===== src/rtl/seq_divider_hl.sv =====
// rtl/seq_divider_hl.sv - sequential restoring divider, N-bit dividend by N/2-bit divisor
module seq_divider_hl #(
   parameter int N = 16
) (
   input  logic           clk,
   input  logic           rst_n,
   input  logic           start,
   input  logic [N-1:0]   dividend,
   input  logic [N/2-1:0] divisor,
   output logic           busy,
   output logic           done,
   output logic           ovf,
   output logic [N/2-1:0] quotient,
   output logic [N/2-1:0] remainder
);
   localparam int H  = N / 2;
   localparam int CW = $clog2(H + 1);

   typedef enum logic [1:0] {S_IDLE, S_RUN, S_DONE} state_t;

   state_t         r_state;
   state_t         w_next_state;
   logic [N-1:0]   r_w;
   logic [H-1:0]   r_d;
   logic [CW-1:0]  r_cnt;
   logic           r_ovf;
   logic [H-1:0]   r_quot;
   logic [H-1:0]   r_rem;

   logic           w_ovf_cond;
   logic [H:0]     w_t;
   logic [H:0]     w_diff;
   logic           w_ge;
   logic [H-1:0]   w_wh_next;
   logic [H-1:0]   w_wl_next;
   logic           w_last;

   // A quotient wider than H bits shows up as a high half already >= divisor.
   assign w_ovf_cond = (divisor == '0) || (dividend[N-1:H] >= divisor);

   assign w_t       = {r_w[N-1:H], r_w[H-1]};
   assign w_diff    = w_t - {1'b0, r_d};
   assign w_ge      = (w_t >= {1'b0, r_d});
   assign w_wh_next = w_ge ? w_diff[H-1:0] : w_t[H-1:0];
   assign w_wl_next = {r_w[H-2:0], w_ge};
   assign w_last    = (r_cnt == CW'(H - 1));

   always_ff @(posedge clk or negedge rst_n) begin
      if (!rst_n) begin
         r_state <= S_IDLE;
      end else begin
         r_state <= w_next_state;
      end
   end

   always_comb begin
      w_next_state = r_state;
      case (r_state)
         S_IDLE:  if (start) w_next_state = w_ovf_cond ? S_DONE : S_RUN;
         S_RUN:   if (w_last) w_next_state = S_DONE;
         S_DONE:  w_next_state = S_IDLE;
         default: w_next_state = S_IDLE;
      endcase
   end

   always_comb begin
      busy = (r_state != S_IDLE);
      done = (r_state == S_DONE);
   end

   always_ff @(posedge clk or negedge rst_n) begin
      if (!rst_n) begin
         r_w    <= '0;
         r_d    <= '0;
         r_cnt  <= '0;
         r_ovf  <= 1'b0;
         r_quot <= '0;
         r_rem  <= '0;
      end else begin
         case (r_state)
            S_IDLE: begin
               if (start) begin
                  r_d   <= divisor;
                  r_cnt <= '0;
                  if (w_ovf_cond) begin
                     r_ovf  <= 1'b1;
                     r_quot <= '1;
                     r_rem  <= '0;
                  end else begin
                     r_w   <= dividend;
                     r_ovf <= 1'b0;
                  end
               end
            end
            S_RUN: begin
               r_w   <= {w_wh_next, w_wl_next};
               r_cnt <= r_cnt + CW'(1);
               // Results are published only once the last quotient bit is in.
               if (w_last) begin
                  r_quot <= w_wl_next;
                  r_rem  <= w_wh_next;
               end
            end
            default: ;
         endcase
      end
   end

   assign ovf       = r_ovf;
   assign quotient  = r_quot;
   assign remainder = r_rem;
endmodule


===== config.mk =====
export PLATFORM = sky130hd
export DESIGN_NAME = seq_divider_hl
export DESIGN_NICKNAME = d
export VERILOG_FILES = /design/src/rtl/seq_divider_hl.sv
export SDC_FILE = /design/constraint.sdc
export NUM_CORES = 1
export LEC_CHECK = 0
export BUFFER_PORTS_ARGS = -buffer_cell sky130_fd_sc_hd__buf_4
export CAP_MARGIN = 20
export CORE_ASPECT_RATIO = 0.6
export CORE_MARGIN = 2
export CORE_UTILIZATION = 25
export DETAILED_ROUTE_END_ITERATION = 16
export MAX_ROUTING_LAYER = met4
export PLACE_DENSITY = 0.42
export SYNTH_ARGS = -nofsm -noshare
export SYNTH_HDL_FRONTEND = slang
export SYNTH_SLANG_ARGS = --single-unit

===== constraint.sdc =====
create_clock -name clk -period 2.4 [get_ports clk]
set_input_delay 0 -clock clk [delete_from_list [all_inputs] [get_ports clk]]
set_output_delay 0 -clock clk [all_outputs]
set_load 0.1 [all_outputs]

==> impl_metrics.env <==
export IMPL_drv_slew=0
export IMPL_root_buffer="clkbuf_16"
export IMPL_antenna_left=0
export IMPL_preCtsSetupSlack_ns=0.0978
export IMPL_hpwlAfterDp_um=5710
export IMPL_drt_iter0_drc=135
export IMPL_finClkSkew_ns=0.00639
export IMPL_critical_path_required_ns=2.58
export IMPL_synth_common_cells="47 x dfrtp_1, 27 x mux2i_1, 26 x inv_1"
export IMPL_yosys_cell_types_count=41
export IMPL_portBuffers=45
export IMPL_max_freq_mhz=444
export IMPL_vias_per_cell=4.54
export IMPL_drc=0
export IMPL_grt_pass1_wl_um=12200
export IMPL_placed_cell_area_um2=3210
export IMPL_synth_top_cell_area_share_pct=44.3
export IMPL_fp_coreArea_um2=10500
export IMPL_synthesis_area_um2=2660
export IMPL_grt_busiest_layer="met1"
export IMPL_clock_path_buffers=2
export IMPL_antenna_cells=0
export IMPL_synth_nets=315
export IMPL_grt_pass1_vias=2194
export IMPL_ys_seq_area_share_pct=44.3
export IMPL_wl_per_cell_um=16.0
export IMPL_rsz0062_at_grt="no"
export IMPL_fin_crit_sh_pct=93.8
export IMPL_critPathMaxFanout=6
export IMPL_num_nets_final=380
export IMPL_fin_ws_ns=0.149
export IMPL_synth_most_common_cell="dfrtp_1"
export IMPL_drive_gt1_share_pct=22.7
export IMPL_synth_edff_count=0
export IMPL_synth_avg_cell_area_um2=9.83
export IMPL_setup_viol=0
export IMPL_fillers=1083
export IMPL_tightest_slew_ns=0.705
export IMPL_dr_pass1_iters=4
export IMPL_hold_ws_ns=0.0100
export IMPL_ys_warn_count=0
export IMPL_htree_levels=2
export IMPL_synthFlopType="dfrtp_1"
export IMPL_grt_usage_pct=14.6
export IMPL_crit_arrival_ns=2.43
export IMPL_numCtsBuffers=5
export IMPL_die_area_um2=11500
export IMPL_ys_ff_latch=47
export IMPL_period_needed_ns=2.25
export IMPL_antenna_found_initial=0
export IMPL_num_rows=29
export IMPL_start_util_pct=25.4
export IMPL_use_met1_pct=23.7
export IMPL_cap_violations=0
export IMPL_fin_area_um2=3510
export IMPL_clock_sinks=47
export IMPL_die_w_um=137
export IMPL_yosys_area_top_type="dfrtp_1"
export IMPL_postCtsSetupRepairBufs=0
export IMPL_criticalPathCategory="flop to flop"
export IMPL_clkLatencyLatePin_ns=0.29
export IMPL_use_met3_pct=3.52
export IMPL_cp_start_kind="flop"
export IMPL_synthCells=270
export IMPL_vias=2151
export IMPL_finalHoldViolCount=0
export IMPL_hp_class="input pin to flop"
export IMPL_finalSetupTns_ns=0
export IMPL_gp_congestion=0.812
export IMPL_syn_to_final_growth_pct=32.1
export IMPL_die_h_um=83.8
export IMPL_cts_tree="yes"
export IMPL_ios=46
export IMPL_status="finished, final reports clean"
export IMPL_end_kind="flop"
export IMPL_overflow=0
export IMPL_grt_max_degree=48
export IMPL_async_reset_ff_share_pct=100
export IMPL_max_slew_margin_pct=52.9
export IMPL_clkTransAtPathRegs_ns=0.07
export IMPL_routed_wl_um=7570
export IMPL_grt_use_met2_pct=17.5
export IMPL_synthTopCellsByArea="dfrtp_1 44%, mux2i_1 10%, ha_1 8.0%, inv_1 3.7%, nand2_1 3.5%"
[cell families (layout without fill, tap and decap cells)]
group / count (synthesis) / after routing / share of synthesized area [%]
adders and majority gates: 18 / 18 / 8.77
AOI/OAI and AO/OA: 66 / 66 / 16.4
muxes: 30 / 30 / 11.5
xor gates and xnor gates: 5 / 5 / 1.65
DFF: 47 / 47 / 44.3
buffers and inverters: 36 / 101 / 5.47
and+or+nand+nor: 68 / 68 / 11.9
[worst max-delay path: stages (launching register included)]
cell and delay (ns):
dfrtp_1 0.40, ha_1 0.39, a21o_1 0.21, or4_1 0.40
o32a_1 0.17, a21o_1 0.19, and3_1 0.16, mux2_2 0.25
[cells in the final DEF (no fill, tap or decap), types with 2 or more instances in the layout]
cell type and count:
a211oi_1 2, a21o_1 2, a21oi_1 15, a21oi_2 2
a221oi_1 2, a31o_2 2, buf_4 53, clkbuf_16 5
dfrtp_1 47, dlygate4sd3_1 13, ha_1 17, inv_1 26
mux2_2 3, mux2i_1 26, nand2_1 25, nand2b_1 5
nand3_1 3, nand3b_1 2, nor2_1 18, nor2b_1 4
nor4_1 2, o21a_1 2, o21ai_0 17, o221ai_1 3
o22ai_1 5, o2bb2ai_1 7, or2_2 3, xnor2_1 4
[metrics by stage]
stage,util (%),cells
floorplan,-,270
global placement,30.7,454
detailed placement,30.7,454
CTS,33.3,474
global route,33.6,474
finish,33.6,474
[sequential cells by signal, indices dropped and copies added (netlist names)]
signal and count:
r_state 2, r_w 16, r_cnt 4, quotient 8
ovf 1, remainder 8, r_d 8
[layout make-up]
class,instances,area [um^2],area share (%)
sequential,47,1180,33.5
tap,139,174,4.96
clock buffer,5,125,3.57
multi-input combinational,187,1360,38.8
timing repair buffer,68,559,15.9
clock inverter,2,13.8,0.392
inverter,26,97.6,2.78
[metal layers]
| metal | up-vias | part of all wire [%] |
|---|---|---|
| met3 | 8 | 4.4 |
| li1 | 1069 | - |
| met2 | 50 | 35 |
| met4 | 0 | 0.87 |
| met1 | 1024 | 59 |
| met5 | - | 0 |
[path summary, 6_finish.rpt]
check | startpoint | end | slack [ns] | cells after the start
worst max-delay path | r_w[11] | remainder[7] | 0.15 | 7
worst min-delay path | dividend[5] | r_w[5] | 0.01 | 3
worst max register to register | r_w[11] | remainder[7] | 0.15 | 7
worst min register to register | r_cnt[3] | r_cnt[3] | 0.49 | 1
max in group asynchronous | rst_n | r_w[13] | 1.68 | 2
min in group asynchronous | rst_n | r_d[7] | 0.29 | 2
[repair_timing]
action                                 CTS  global route
setup endpoints to repair                0             8
hold buffers                            13             0
endpoints found under the hold margin   59             0
resized for setup                        0             6
Power is not shown: default switching activity piles up to over one toggle a cycle in this logic, so the estimate is an artifact.
